$ cat src/rtl/regfile_bram_mp_if.sv
// Register-file access bundle: one write port, NUM_RD_PORTS packed read ports,
// plus the ready flag and the debug probe.
interface regfile_bram_mp_if #(
    parameter int DATA_WIDTH   = 32,
    parameter int ADDR_WIDTH   = 5,
    parameter int NUM_RD_PORTS = 2
);
    logic                               ready;
    logic                               wr_en;
    logic [ADDR_WIDTH-1:0]              wr_addr;
    logic [DATA_WIDTH-1:0]              wr_data;
    logic [NUM_RD_PORTS-1:0]            rd_en;
    logic [NUM_RD_PORTS*ADDR_WIDTH-1:0] rd_addr;
    logic [NUM_RD_PORTS*DATA_WIDTH-1:0] rd_data;
    logic [DATA_WIDTH-1:0]              probe_data;

    modport master (
        input  ready, rd_data, probe_data,
        output wr_en, wr_addr, wr_data, rd_en, rd_addr
    );

    modport slave (
        output ready, rd_data, probe_data,
        input  wr_en, wr_addr, wr_data, rd_en, rd_addr
    );
endinterface

$ cat src/rtl/regfile_bram_mp.sv
// Multi-read-port register file on replicated block RAM: one RAM copy per read
// port plus one for the probe, all sharing a single write port.
module regfile_bram_mp #(
    parameter int DATA_WIDTH   = 32,
    parameter int ADDR_WIDTH   = 5,
    parameter int NUM_RD_PORTS = 2,
    parameter int ZERO_REG     = 1,
    parameter int PROBE_ADDR   = 15
) (
    input logic              clk,
    input logic              rst_n,
    regfile_bram_mp_if.slave bus
);
    // state | meaning
    // CLEAR | zeroing every RAM copy, one address per cycle; accesses ignored
    // RUN   | normal operation, ready high until the next reset

    localparam int                    DEPTH      = 2 ** ADDR_WIDTH;
    localparam int                    NUM_COPIES = NUM_RD_PORTS + 1;
    localparam logic [ADDR_WIDTH:0]   CLR_LAST   = (ADDR_WIDTH + 1)'(DEPTH - 1);
    localparam logic [ADDR_WIDTH-1:0] PROBE_IDX  = ADDR_WIDTH'(PROBE_ADDR);

    typedef enum logic {CLEAR, RUN} stateT;

    stateT                 state, stateNext;
    logic [ADDR_WIDTH:0]   clrPtr, clrPtrNext;
    logic                  memWe;
    logic [ADDR_WIDTH-1:0] memAddr;
    logic [DATA_WIDTH-1:0] memWrData;
    logic                  wrToZero;

    assign wrToZero  = (ZERO_REG != 0) && (bus.wr_addr == '0);
    assign bus.ready = (state == RUN);

    always_ff @(posedge clk) begin
        if (!rst_n) begin
            state  <= CLEAR;
            clrPtr <= '0;
        end else begin
            state  <= stateNext;
            clrPtr <= clrPtrNext;
        end
    end

    always_comb begin
        stateNext  = state;
        clrPtrNext = clrPtr;
        memWe      = 1'b0;
        memAddr    = bus.wr_addr;
        memWrData  = bus.wr_data;
        case (state)
            CLEAR: begin
                memWe      = 1'b1;
                memAddr    = clrPtr[ADDR_WIDTH-1:0];
                memWrData  = '0;
                clrPtrNext = clrPtr + 1'b1;
                if (clrPtr == CLR_LAST) stateNext = RUN;
            end
            RUN: begin
                memWe = bus.wr_en && !wrToZero;
            end
            default: stateNext = CLEAR;
        endcase
        // Nothing may land in the RAM on a reset edge, including the clear write.
        if (!rst_n) memWe = 1'b0;
    end

    for (genvar c = 0; c < NUM_COPIES; c++) begin : gCopy
        logic [DATA_WIDTH-1:0] mem [DEPTH];
        logic [ADDR_WIDTH-1:0] rAddr;
        logic                  rEn;
        logic [DATA_WIDTH-1:0] rOut;

        if (c < NUM_RD_PORTS) begin : gPort
            assign rAddr = bus.rd_addr[c*ADDR_WIDTH +: ADDR_WIDTH];
            assign rEn   = bus.rd_en[c];
            assign bus.rd_data[c*DATA_WIDTH +: DATA_WIDTH] = rOut;
        end else begin : gProbe
            assign rAddr          = PROBE_IDX;
            assign rEn            = 1'b1;
            assign bus.probe_data = rOut;
        end

        always_ff @(posedge clk) begin
            if (memWe) mem[memAddr] <= memWrData;
        end

        // Forwarding covers the RAM's read-old-data behaviour on a colliding write.
        always_ff @(posedge clk) begin
            if (!rst_n) begin
                rOut <= '0;
            end else if (state == RUN && rEn) begin
                if (ZERO_REG != 0 && rAddr == '0)
                    rOut <= '0;
                else if (bus.wr_en && bus.wr_addr == rAddr)
                    rOut <= bus.wr_data;
                else
                    rOut <= mem[rAddr];
            end
        end
    end
endmodule

$ cat src/flat_wrapper.sv
// flat-port wrapper written by rule: the top's interface ports become plain ports
module regfile_bram_mp_flat 
#(
    parameter int DATA_WIDTH   = 32,
    parameter int ADDR_WIDTH   = 5,
    parameter int NUM_RD_PORTS = 2,
    parameter int ZERO_REG     = 1,
    parameter int PROBE_ADDR   = 15
)
  (clk, rst_n, bus_ready, bus_rd_data, bus_probe_data, bus_wr_en, bus_wr_addr, bus_wr_data, bus_rd_en, bus_rd_addr);
  regfile_bram_mp_if #(.DATA_WIDTH(DATA_WIDTH), .ADDR_WIDTH(ADDR_WIDTH), .NUM_RD_PORTS(NUM_RD_PORTS)) bus_i ();
  input logic clk;
  input logic rst_n;
  output wire logic [$bits(bus_i.ready)-1:0] bus_ready;
  output wire logic [$bits(bus_i.rd_data)-1:0] bus_rd_data;
  output wire logic [$bits(bus_i.probe_data)-1:0] bus_probe_data;
  input wire logic [$bits(bus_i.wr_en)-1:0] bus_wr_en;
  input wire logic [$bits(bus_i.wr_addr)-1:0] bus_wr_addr;
  input wire logic [$bits(bus_i.wr_data)-1:0] bus_wr_data;
  input wire logic [$bits(bus_i.rd_en)-1:0] bus_rd_en;
  input wire logic [$bits(bus_i.rd_addr)-1:0] bus_rd_addr;
  assign bus_ready = bus_i.ready;
  assign bus_rd_data = bus_i.rd_data;
  assign bus_probe_data = bus_i.probe_data;
  assign bus_i.wr_en = bus_wr_en;
  assign bus_i.wr_addr = bus_wr_addr;
  assign bus_i.wr_data = bus_wr_data;
  assign bus_i.rd_en = bus_rd_en;
  assign bus_i.rd_addr = bus_rd_addr;
  regfile_bram_mp #(.DATA_WIDTH(DATA_WIDTH), .ADDR_WIDTH(ADDR_WIDTH), .NUM_RD_PORTS(NUM_RD_PORTS), .ZERO_REG(ZERO_REG), .PROBE_ADDR(PROBE_ADDR)) u_core (.clk(clk), .rst_n(rst_n), .bus(bus_i));
endmodule
$ cat config.mk
export PLATFORM = sky130hd
export DESIGN_NAME = regfile_bram_mp_flat
export DESIGN_NICKNAME = d
export VERILOG_FILES = /design/src/rtl/regfile_bram_mp_if.sv /design/src/rtl/regfile_bram_mp.sv /design/src/flat_wrapper.sv
export SDC_FILE = /design/constraint.sdc
export NUM_CORES = 1
export LEC_CHECK = 0
export BUFFER_PORTS_ARGS = -buffer_cell sky130_fd_sc_hd__buf_2
export CORE_ASPECT_RATIO = 0.8
export CORE_MARGIN = 2
export CORE_UTILIZATION = 45
export CTS_BUF_LIST = sky130_fd_sc_hd__clkbuf_16
export DETAILED_ROUTE_END_ITERATION = 10
export GPL_TIMING_DRIVEN = 0
export MAX_ROUTING_LAYER = met4
export REMOVE_ABC_BUFFERS = 1
export SYNTH_ARGS = -nofsm -noshare
export SYNTH_HDL_FRONTEND = slang
export SYNTH_SLANG_ARGS = --single-unit
$ cat constraint.sdc
create_clock -name clk -period 4.3 [get_ports clk]
set_input_delay 0.215 -clock clk [delete_from_list [all_inputs] [get_ports clk]]
set_output_delay 0.215 -clock clk [all_outputs]
set_load 0.1 [all_outputs]
; After elaboration in Yosys (flattened, before gate mapping)
; Memories as Yosys holds them, arrays and structs flattened. A register that Yosys moved wholly into a read port is not among the register bits.
; Index checks and enable logic that the tools add are counted.
[totals]
reg_bits = 71
ramBits = 3072
inputBits = 52
output_inout_bits = 97
elab_cells = 34
n_memories = 3
[op_classes]
add_sub_neg = 1
eq_ne = 3
muxes = 12
bitwise_logic = 1
reduce_logical = 10
[memory_table]
columns = memory, depth, width, rd, rd_ports_with_merged_regs, write_ports, line
row1 = u_core.gCopy[0].mem, 32, 32, 1, 0, 1, regfile_bram_mp.sv:69  ; logic [DATA_WIDTH-1:0] mem [DEPTH];
row2 = u_core.gCopy[1].mem, 32, 32, 1, 0, 1, regfile_bram_mp.sv:69
row3 = u_core.gCopy[2].mem, 32, 32, 1, 1, 1, regfile_bram_mp.sv:69
[op_table]
columns = operator, count
row1 = 2-to-1 mux 32 bit, 5
row2 = logical NOT 5 bit, 3
row3 = == test 5 bit, 2
row4 = adder 6 x 1 -> 6 bit (second input constant), 1
row5 = == test 6 x 5 -> 1 bit (second input constant), 1
row6 = logical AND 1 bit, 5
row7 = 2-to-1 mux 1 bit, 5
row8 = 2-to-1 mux 5 bit, 1
row9 = logical NOT 1 bit, 2
row10 = case mux 1 bit (2 select lines), 1
row11 = NOT 1 bit, 1

; Longest topological paths before layout
[logic_depth]
depth_word = 7
ltp_mapped = 9
depth_no_buf = 5

; Worst setup path after synthesis
; No wires, ideal clock.
[synth_path]
path_type = reg-to-reg
from = register u_core.state, in the netlist u_core.bus.ready
to = memory u_core.gCopy[1].mem[9][0] (enable)
setup_ns = 0.421
arrival_time_ns = 3.352
required_ns = 3.879
path_slack_ns = 0.527
stages_incl_launch_ff = 6
n_path_buf = 2
synth_period_minus_slack_ns = 3.773
path_cell_list = dfxtp_1 > buf_2 > clkbuf_1 > and4b_1 > o21ai_1 > nor2_1
[synth_between]
elab_chain_len = 5
word_cells_on_any_way = 6
classes_between = 5 x mux / 1 x bitwise
[synth_rtl]
columns = element, line
row1 = "start, declared", regfile_bram_mp.sv:25  ; stateT state, stateNext;
row2 = "start signal, assigned", regfile_bram_mp.sv:40  ; state <= stateNext;
row3 = NOT 1 bit, -
row4 = case mux 1 bit (2 select lines), regfile_bram_mp.sv:51  ; case (state)
row5 = 2-to-1 mux 1 bit, regfile_bram_mp.sv:65  ; if (!rst_n) memWe = 1'b0;
row6 = 2-to-1 mux 1 bit, regfile_bram_mp.sv:85  ; if (memWe) mem[memAddr] <= memWrData;
row7 = 2-to-1 mux 1 bit (implied by the code), regfile_bram_mp.sv:85
row8 = "end, declared", regfile_bram_mp.sv:69
; Several ways; a longest one is shown, not always the timed one.

==> metrics.yaml <==
syn-cell-area_um2: 51900
grt_first_pass_wirelength_um: 224000
synth_top_cell_area_share: 0.592
critPathBufInv: 2
placedCellCount: 4393
fmax_mhz: 270
die_area_um2: 118000
slowest_stage: "dfxtp_4"
max-cap-violations: 0
ys_ff_latch: 1127
cts.sinks: 1127
cpLargestDelayFamily: "multiplexers"
hp-class: "in -> reg"
pin_count: 149
setup_viol: 0
cts_setup_buffers: 0
drive_above_1_share: 0.322
synth_cells: 2852
cts.path.max_buffers: 3
timing.setup.tns_ns: 0
critPathMaxStageDelay_ns: 0.83
period_share: 0.861
cp-start-kind: "flip-flop"
crit_path_frequent_cell: "buf_16"
antenna_found_initial: 4
yosysUniqueCellTypes: 46
fin_nets: 3068
cts_root_buffer: "clkbuf_16"
grt_overflow_total: 0
worstSkewPairLatency_ns: 0.71
ys_top_cells_by_area: "edfxtp_1 (59%), mux4_2 (22%), dfxtp_1 (4.0%)"
worstPathCellList: "buf_16 > mux2_2 > o21ai_1 > or2_4 > buf_16 > mux2i_1 > a21oi_1"
end_kind: "flip-flop"
synth-edff-count: 1024
vias: 30653
drtPass1Iterations: 6
outcome: "finished clean"
drtIter0Drc: 3767
ys_seq_area_frac: 0.632
drt-wirelength-per-cell_um: 33.8
ys.flop_type: "edfxtp_1"
std_cell_rows: 111
fin_crit_ns: 3.70
place_congestion: 0.743
cts_max_level: 3
die_h_um: 308
fin_cells: 4643
path_clk_slew_ns: 0.06
critPathRequiredTime_ns: 4.86
cts.hold.buffers_added: 32
initial_core_util: 0.453
die_x_um: 384
final_antenna_net_count: 0
synthToLayoutAreaGrowth_pct: 15.9
io_buffers: 148
whs_ns: 0.125
yosysMostFrequentCell: "edfxtp_1"
wirelength_um: 157000
postCtsResizedCells: 0
cts_tree: "built"
syn_avg_cell_area_um2: 18.2
cp.arrival_ns: 4.27
grt_pass1_vias: 31606
cts_made_buffers: 113
synth_area_leader_cell: "edfxtp_1"
leakage_nw: 21.2
coreArea_um2: 115000
hold_violations: 0
crit_path_max_fanout: 63
synthTopCellsByCount: "edfxtp_1 (1024), mux4_2 (512), nand2_1 (266), mux2i_1 (193), dfxtp_1 (103)"
drc_errors: 0
relSlewSlack: 0.0448
ir_drop_uv: 351
rsz0062_at_grt: "no"
worst-setup-path-type: "reg -> reg"
worst_slew_pin_slew_ns: 1.42
p_per_area_nw_per_um2: 384
synthArstFlopShare: 0
ys_warn_count: 0
grt_usage: 0.274
final_max_slew_viol_count: 0
grt_max_degree: 95
fin_skew_ns: 0.0309
dp_hpwl_um: 97200
viasPerCell: 6.60
## sequential cells by signal, indices dropped and copies added, names as in the netlist
| name | count |
|---|---|
| u_core.gCopy.mem | 1024 |
| u_core.gCopy.rOut | 64 |
| u_core.clrPtr | 6 |
| u_core.bus.ready | 1 |
| u_core.bus.probe_data | 32 |
## power by group
group          switching [W]  total [W]  internal, W  leakage [nW]
clock network        0.00426    0.00994      0.00568          1.93
registers          0.0000260     0.0119       0.0118          11.2
logic               0.000781    0.00130     0.000522          8.08
total                0.00506     0.0231       0.0180          21.2
## worst paths after layout
kind	start	end	slack, ns	depth (start not counted)
min reg2reg	u_core.gCopy[1].rOut[29]	u_core.gCopy[1].rOut[29]	0.47	2
max reg2reg	u_core.bus.ready	u_core.bus.probe_data[9]	0.60	7
max	u_core.bus.ready	u_core.bus.probe_data[9]	0.60	7
min	bus_rd_addr[5]	u_core.gCopy[1].rOut[27]	0.12	5
## layout by cell type (no fill, tap or decap), types with 3 or more instances in the layout
cell type,synthesis,routed
nand2b_1,66,65
buf_12,0,40
nand3_1,3,3
inv_6,0,4
clkinv_2,0,21
mux2i_1,193,193
o21ai_0,67,67
mux2_2,33,33
nand2_1,266,265
xnor2_1,6,6
a32oi_1,64,64
buf_2,80,142
nor2b_4,0,4
nor3b_1,4,4
edfxtp_1,1024,1024
inv_1,2,30
o21ai_1,37,33
a21oi_1,34,33
a22oi_1,32,32
buf_8,0,6
diode_2,0,4
dfxtp_1,103,102
clkinvlp_4,0,3
dlygate4sd3_1,0,32
nand4_1,32,32
and2_1,41,39
o21ai_2,1,5
buf_16,0,55
o211ai_1,32,32
bufinv_16,0,14
clkinv_1,0,24
xor2_1,8,8
mux4_2,512,512
clkbuf_16,0,115
nor2_4,0,33
## layer usage
layer  share of wire  vias to the layer above  GRT usage
met2            0.44                     1772      0.388
met4           0.033                        0     0.0834
met5               0                        -          -
li1                -                    12219          -
met1            0.42                    16317      0.398
met3            0.11                      345     0.0612
## cell families after synthesis
family | Yosys count | share of synthesized area
flops | 1127 | 0.632
mux | 738 | 0.266
simple gates | 468 | 0.0423
compound gates | 275 | 0.0348
buf+inv | 229 | 0.0222
xor+xnor | 14 | 0.00236
fa+ha+maj | 1 | 0.000241
## cell type report
cell class | instances | area [µm²]
antenna | 4 | 10.0
clock buffer | 115 | 2880
clock inverter | 99 | 838
fill | 8924 | 54400
inverter | 2 | 10.0
multi-input combinational | 1496 | 18300
sequential | 1127 | 32800
tap | 1525 | 1910
timing repair buffer | 275 | 3440
## per-stage QoR
| stage | utilization | power, W | instance area [µm²] | worst slack (ns) |
|---|---|---|---|---|
| after global routing | 0.525 | 0.0237 | 60200 | 0.345 |
| after global placement | 0.466 | 0.0134 | 53400 | -11.54 |
| after CTS | 0.525 | 0.0232 | 60200 | 0.203 |
| after floorplan | - | 0.0126 | 50800 | -0.820 |
| final | 0.526 | 0.0231 | 60200 | 0.599 |
| after detailed placement | 0.490 | 0.0134 | 56200 | -0.0811 |
## tightest hold or removal path, cell delays in order
cell and delay [ns]:
buf_8 0.19, nand2_1 0.10, a32oi_1 0.10, nand4_1 0.11, nand2_1 0.05
Note: power is estimated with default switching activity, not from simulation.
